**config.mk**
```make
export PLATFORM = sky130hd
export DESIGN_NAME = fact_core_fetch
export DESIGN_NICKNAME = d
export VERILOG_FILES = /design/src/rtl/fact_core_fetch.sv
export SDC_FILE = /design/constraint.sdc
export NUM_CORES = 1
export LEC_CHECK = 0
export ABC_AREA = 1
export BUFFER_PORTS_ARGS = -buffer_cell sky130_fd_sc_hd__buf_4
export CAP_MARGIN = 20
export CORE_MARGIN = 1.5
export CORE_UTILIZATION = 49
export CTS_CLUSTER_SIZE = 10
export DETAILED_ROUTE_END_ITERATION = 8
export GPL_ROUTABILITY_DRIVEN = 1
export GPL_TIMING_DRIVEN = 1
export PLACE_DENSITY = 0.66
export SLEW_MARGIN = 5
export SYNTH_ARGS = -nofsm -noshare
export SYNTH_HDL_FRONTEND = slang
export SYNTH_SLANG_ARGS = --single-unit
```
**constraint.sdc**
```tcl
create_clock -name clk -period 10.9 [get_ports clk]
set_input_delay 1.635 -clock clk [delete_from_list [all_inputs] [get_ports clk]]
set_output_delay 1.635 -clock clk [all_outputs]
set_load 0.01 [all_outputs]
```
**src/rtl/fact_core_fetch.sv**
```systemverilog
// fact_core_fetch: pops 32-bit operands from the input FIFO, computes N! with an
// iterative shift-add multiplier (MUL_BITS cycles per multiply step) and pushes the
// 64-bit result to the output FIFO as two words, low word first.
// Operands above MAX_N are flagged illegal and produce {32'hFFFF_FFFF, N}.
// Optional build macro FACT_CYCLE_CNT_EN adds the cycle_cnt output port.
module fact_core_fetch #(
    parameter int MAX_N    = 20,
    parameter int MUL_BITS = 5
) (
    input  logic        clk,
    input  logic        reset,
    input  logic        en,
    input  logic        in_empty,
    input  logic [31:0] in_dout,
    output logic        in_rd_en,
    input  logic        out_full,
    output logic        out_wr_en,
    output logic [31:0] out_din,
    output logic        busy,
    output logic        done,
    output logic        err,
`ifdef FACT_CYCLE_CNT_EN
    output logic [31:0] cycle_cnt,
`endif
    output logic [15:0] op_cnt
);

    localparam int BIT_W = (MUL_BITS > 1) ? $clog2(MUL_BITS) : 1;

    typedef enum logic [2:0] {
        IDLE,
        FETCH,
        LOAD,
        MUL,
        WR_LO,
        WR_HI
    } state_t;

    state_t               state_q, state_d;
    logic [31:0]          n_q, n_d;
    logic [63:0]          acc_q, acc_d;
    logic [63:0]          psum_q, psum_d;
    logic [63:0]          mcand_q, mcand_d;
    logic [MUL_BITS-1:0]  mult_q, mult_d;
    logic [BIT_W-1:0]     bit_q, bit_d;
    logic                 illegal_q, illegal_d;
    logic [15:0]          op_cnt_q, op_cnt_d;
    logic [63:0]          step_sum;

    // Next-state and datapath: one multiplier bit is consumed per MUL cycle, the
    // partial sum feeds the next step's multiplicand when a step completes.
    always_comb begin
        state_d   = state_q;
        n_d       = n_q;
        acc_d     = acc_q;
        psum_d    = psum_q;
        mcand_d   = mcand_q;
        mult_d    = mult_q;
        bit_d     = bit_q;
        illegal_d = illegal_q;
        op_cnt_d  = op_cnt_q;
        step_sum  = psum_q + (mult_q[bit_q] ? mcand_q : 64'd0);

        case (state_q)
            IDLE: begin
                if (en && !in_empty) begin
                    state_d = FETCH;
                end
            end
            FETCH: begin
                state_d = LOAD;
            end
            LOAD: begin
                n_d       = in_dout;
                illegal_d = 1'b0;
                if (in_dout > 32'(MAX_N)) begin
                    illegal_d = 1'b1;
                    acc_d     = {32'hFFFF_FFFF, in_dout};
                    state_d   = WR_LO;
                end else if (in_dout <= 32'd1) begin
                    acc_d   = 64'd1;
                    state_d = WR_LO;
                end else begin
                    acc_d   = 64'd1;
                    mcand_d = 64'd1;
                    psum_d  = 64'd0;
                    mult_d  = MUL_BITS'(2);
                    bit_d   = '0;
                    state_d = MUL;
                end
            end
            MUL: begin
                if (bit_q == BIT_W'(MUL_BITS - 1)) begin
                    acc_d  = step_sum;
                    psum_d = 64'd0;
                    bit_d  = '0;
                    if (n_q == 32'(mult_q)) begin
                        state_d = WR_LO;
                    end else begin
                        mult_d  = mult_q + MUL_BITS'(1);
                        mcand_d = step_sum;
                    end
                end else begin
                    psum_d  = step_sum;
                    mcand_d = mcand_q << 1;
                    bit_d   = bit_q + BIT_W'(1);
                end
            end
            WR_LO: begin
                if (!out_full) begin
                    state_d = WR_HI;
                end
            end
            WR_HI: begin
                if (!out_full) begin
                    op_cnt_d = op_cnt_q + 16'd1;
                    state_d  = IDLE;
                end
            end
            default: begin
                state_d = IDLE;
            end
        endcase
    end

    // State and datapath registers; reset abandons any operand in flight.
    always_ff @(posedge clk or posedge reset) begin
        if (reset) begin
            state_q   <= IDLE;
            n_q       <= '0;
            acc_q     <= '0;
            psum_q    <= '0;
            mcand_q   <= '0;
            mult_q    <= '0;
            bit_q     <= '0;
            illegal_q <= 1'b0;
            op_cnt_q  <= '0;
        end else begin
            state_q   <= state_d;
            n_q       <= n_d;
            acc_q     <= acc_d;
            psum_q    <= psum_d;
            mcand_q   <= mcand_d;
            mult_q    <= mult_d;
            bit_q     <= bit_d;
            illegal_q <= illegal_d;
            op_cnt_q  <= op_cnt_d;
        end
    end

    // FIFO strobes and status decoded from the state register; pushes are gated by out_full.
    always_comb begin
        in_rd_en  = (state_q == FETCH);
        busy      = (state_q != IDLE);
        out_wr_en = ((state_q == WR_LO) || (state_q == WR_HI)) && !out_full;
        out_din   = 32'd0;
        if (out_wr_en) begin
            out_din = (state_q == WR_HI) ? acc_q[63:32] : acc_q[31:0];
        end
        done   = (state_q == WR_HI) && !out_full;
        err    = done && illegal_q;
        op_cnt = op_cnt_q;
    end

`ifdef FACT_CYCLE_CNT_EN
    logic [31:0] cyc_q, cyc_d;

    // Cycle counter: restarts on each fetch, counts every busy cycle including stalls, holds in IDLE.
    always_comb begin
        cyc_d = cyc_q;
        if (state_q == FETCH) begin
            cyc_d = 32'd1;
        end else if ((state_q != IDLE) && (cyc_q != 32'hFFFF_FFFF)) begin
            cyc_d = cyc_q + 32'd1;
        end
    end

    // Cycle counter register.
    always_ff @(posedge clk or posedge reset) begin
        if (reset) begin
            cyc_q <= '0;
        end else begin
            cyc_q <= cyc_d;
        end
    end

    assign cycle_cnt = cyc_q;
`endif

endmodule

```
* Yosys cells after proc, flatten, opt, wreduce, memory -nomap -nowiden
Cells that the tools add are included.
** Cells by class
- Add/sub/neg operators :: 4
- Magnitude comparators :: 3
- Equal/unequal tests :: 16
- Multiplexer cells :: 35
- Bitwise operators :: 1
- Reduce and logical (&&, ||, !) cells :: 16
** Operator list (number)
- $mux W64 :: 10
- $pmux W64 S2 :: 3
- $add A64 B64 Y64 :: 1
- $mux W32 :: 2
- $eq A32 B5 Y1 :: 1
- $gt A32 B5 Y1 const B :: 1
- $le A32 B1 Y1 const B :: 1
- $mux W3 :: 10
- $mux W5 :: 4
- $pmux W3 S6 :: 1
- $add A16 B1 Y16 const B :: 1
- $ne A2 B2 Y1 const B :: 8
- $pmux W5 S2 :: 1
- $reduce_and A5 Y1 :: 2
- $eq A3 B3 Y1 const B :: 3
- $eq A3 B2 Y1 const B :: 2
- $pmux W3 S2 :: 1
- $add A5 B1 Y5 const B :: 1
- $logic_and A1 B1 Y1 :: 4
- $lt A3 B4 Y1 const B :: 1
- $reduce_and A2 Y1 :: 2
- $reduce_and A4 Y1 :: 1
- $add A3 B1 Y3 const B :: 1
- $bmux W1 S3 :: 1
- other kinds (10) :: 12
** Storage, ports and cells
- Register bits after elaboration :: 252
- Input bits :: 37
- Output and inout bits :: 53
- Logic and storage cells :: 84

* Longest topological paths before layout
- Word-level depth :: 7
- Mapped depth :: 25
- Mapped depth without buffers :: 24

* Least setup slack after synthesis
OpenSTA, ideal clock, no wires.
- Path type :: input -> output
- From :: input out_full
- To :: output out_din[20]
- Data arrival time :: 2.440 ns
- Required time :: 9.265 ns
- Path slack :: 6.825 ns
- Stages :: 4
- Path buffers :: 1
- Path through :: nor2_1 -> clkbuf_1 -> o21ai_0 -> nor2_1
** On the way
- Word-level cells in the longest chain between the ends :: 3
** Ends and longest elaborated chain
- start: declaration :: RTL line 16 : input logic out_full,
- $logic_not A1 Y1 :: RTL line 155 : out_wr_en = ((state_q == WR_LO) || (state_q == WR_HI)) && !out_full;
- $logic_and A1 B1 Y1 :: RTL line 155
- via out_wr_en :: RTL line 17 : output logic out_wr_en,
- $mux W32 :: RTL line 157 : if (out_wr_en) begin
- end: declaration :: RTL line 18 : output logic [31:0] out_din,
The timed path passes the listed nets, and every way through them passes these cells.

* Final worst setup path
- From :: register state_q[0]
- To :: output err
** On the way
- Word-level cells in the longest chain between the ends :: 3
** Ends and longest elaborated chain
- start: declaration :: RTL line 39 : state_t state_q, state_d;
- start signal: assignment :: RTL line 139 : state_q <= state_d;
- $eq A3 B3 Y1 :: RTL line 160 : done = (state_q == WR_HI) && !out_full;
- $logic_and A1 B1 Y1 :: RTL line 160
- $logic_and A1 B1 Y1 :: RTL line 161 : err = done && illegal_q;
- end: declaration :: RTL line 21 : output logic err,
No other way between the ends.

==> impl_metrics.yaml <==
run_status:
  status: "completed"
setup_path:
  slowest_stage: "dfrtp_1"
  ff2ff_path_depth: 20
  r2r-start: "bit_q[0]$_DFFE_PP0P_"
  critPathMaxStageDelay_ns: 0.93
  crit_path_start_kind: "register"
  cp.required_ns: 9.27
  r2r_slack_ns: 6.59
  critPathKind: "register to output port"
  cp-end-kind: "output port"
  rr_endpoint: "acc_q[51]$_DFFE_PP0P_"
  crit_chain: "nand2_2 -> nor2_4 -> inv_2 -> nor2_1 -> buf_4"
  crit_arrival_ns: 3.00
  critical_path.max_fanout: 39
drt:
  route.met2.wl_mm: 25.50
  dr_wl_met3_mm: 6.101
  drc_errors: 0
  viasPerCell: 5.407
  ant_nets: 0
  route.vias.total: 18016
  drtIter0Drc: 1848
  drt-total-wl_mm: 63.55
  dr.max_layer_used: "met4"
  first_pass_iters: 6
  wl_met1_mm: 30.51
  wl_per_cell_um: 19.07
die:
  die_w_um: 193.3
  die_height_um: 193.3
  start_util_pct: 49.88
  coreArea_um2: 35570
  num_rows: 69
  ios: 90
  dieArea_um2: 37360
layout:
  nets: 2969
  stdcell_area_um2: 19660
  fill_cells: 3667
  antenna_cells: 0
  multi_input_area_um2: 9268
  utilization_pct: 55.27
  final_cell_mix: "854 x nand2_1, 472 x inv_1, 459 x nor2_1"
  drive_above_1_share_pct: 6.200
  final_common_cell: "nand2_1"
  seq_area_um2: 6306
  area_delta_synth_final_pct: 10.82
global_routing:
  grt_max_degree: 104
  antenna_found_initial: 2
  grt_pass1_wl_mm: 97.88
  gr-total-overflow: 0
  grt_pass1_vias: 16633
  grt_use_total_pct: 33.71
synthesis:
  syn_nets: 2918
  yosysWarningCount: 0
  synthArstFlopShare_pct: 100.0
  synth_edf_count: 0
  ys_seq_area_share_pct: 35.55
  syn-cell-area_um2: 17740
  synth.top_cell.area_share_pct: 35.55
  synth_compound_area_share_pct: 9.479
  synth_xor_xnor_area_share_pct: 2.222
  synth_fa_ha_area_share_pct: 4.838
  synth_top_family_by_area: "simple AND/OR/NAND/NOR gates"
  yosys.area_share.simple_pct: 35.63
  synth_top_cell_by_area: "dfrtp_1"
  syn_area_per_cell_um2: 6.307
  ys_ff_latch: 252
  ys_types: 34
  synth.area.top_cells: "dfrtp_1 36%, nand2_1 18%, inv_1 10%"
  synth_mux_area_share_pct: 0
  synthFlopType: "dfrtp_1"
  syn_inst: 2813
timing:
  finalCritPeriodShare_pct: 42.54
  finalMaxSlewViolations: 0
  finalSetupViolCount: 0
  tns_ns: 0
  relSlewSlack_pct: 31.39
  finalCriticalPeriod_ns: 4.637
  worst_slew_pin_slew_ns: 1.022
  hold_viol_final: 0
  grt_setup_unrepaired: "no"
  fmax_ghz: 0.2157
  finClkSkew_ns: 0.04815
clocking:
  clk_latency_ns: 0.60
  cts.htree.levels: 1
  cts_sinks: 252
  clk_transition_reported_paths_ns: 0.06
  cts_resized: 0
  clk_path_buf_depth: 3
  cts-root-buf: "clkbuf_16"
  hold_buffers: 0
  cts_tree: "built"
  cts_buffers: 30
  post_cts_buffers: 0
power:
  p_leak_nw: 10.88
  peakVddDrop_uv: 112.6
  power_density_nw_per_um2: 97.86
place:
  dpl-instance-area_um2: 18740
  portBuffers: 89
  hpwl_mm: 49.19
  gp_congestion: 0.9949
run:
  cap_violations: 0
worst_hold_path:
  hold_path_depth: 2
  hold_path.class: "register to register"
  holdPathEnd: "n_q[9]$_DFFE_PP0P_"
  hp-start: "n_q[9]$_DFFE_PP0P_"
power breakdown:
| part | switching (mW) | total, mW | internal, mW |
|---|---|---|---|
| combinational | 0.0282 | 0.0400 | 0.0118 |
| clock | 0.400 | 0.947 | 0.547 |
| sequential | 0.000713 | 0.937 | 0.936 |
| total | 0.429 | 1.92 | 1.50 |
layer usage:
layer  up-vias  track usage [%]
met5         -                0
met4         0            7.293
met3        74            6.154
met2       740            47.50
met1      8469            52.99
li1       8733                -
cells by family (layout without fill, tap and decap cells):
group,Yosys count,count (layout)
buffers and inverters,566,624
XOR/XNOR,45,45
adder cells (fa/ha/maj),68,68
AND/OR/NAND/NOR,1568,1568
AO/OA/AOI/OAI,314,314
flip-flops,252,252
Yosys cell counts (3+ instances only):
cell type,instances
inv_2,8
nand3_1,177
nor4_1,6
a31oi_1,20
dfrtp_1,252
xnor2_1,17
a22oi_1,3
buf_4,5
nor3_1,20
or2_2,12
ha_1,67
nand4_1,16
xor2_1,28
nor2_1,461
a22o_1,13
o21ai_0,100
a21oi_1,141
nor2_2,4
inv_1,473
nand2_1,855
o21ai_1,17
buf_1,7
o22ai_1,17
nor2_4,5
nand3b_1,7
clkbuf_1,44
o21bai_1,3
buf_2,29
how the worst max path moves through the flow:
stage,startpoint,to,cells after the start
after floorplan,reset,acc_q[0]$_DFFE_PP0P_,1
after global placement,in_dout[12],mcand_q[13]$_DFFE_PP0P_,12
after detailed placement,in_dout[12],mcand_q[52]$_DFFE_PP0P_,12
after CTS,state_q[0]$_DFFE_PP0P_,err,5
after global routing,state_q[0]$_DFFE_PP0P_,err,5
final,state_q[0]$_DFFE_PP0P_,err,5
layout make-up:
cell class                      instances  share of cell area [%]
Inverter                              481                   9.222
Clock inverter                          3                  0.3309
Sequential cell                       252                   32.08
Clock buffer                           36                   4.188
Tap cell                              461                   2.934
Timing Repair Buffer                  104                   4.111
Multi-Input combinational cell       1995                   47.14
registers in the layout, summed over array words and instances (netlist names):
| name | count |
|---|---|
| acc_q | 64 |
| mcand_q | 64 |
| psum_q | 64 |
| n_q | 32 |
| op_cnt | 16 |
| mult_q | 5 |
| bit_q | 3 |
| state_q | 3 |
| illegal_q | 1 |
worst max-delay path: cells and delay by family, from the launching register on:
family / cells / cell delay, ns
buf+inv: 2 / 0.24
flops: 1 / 0.93
simple gates: 3 / 1.21
stage by stage:
stage	total power [mW]	instances	hold WS [ns]	setup WS (ns)
2_1_floorplan	0.9708	2813	0.4422	2.337
3_3_place_gp	0.9933	3291	0.4545	6.704
3_5_place_dp	0.9936	3292	0.4663	6.669
4_1_cts	1.931	3331	0.4780	6.322
5_1_grt	1.977	3332	0.4984	6.135
6_report	1.924	3332	0.4732	6.263
Power figures use the tool's default switching activity.
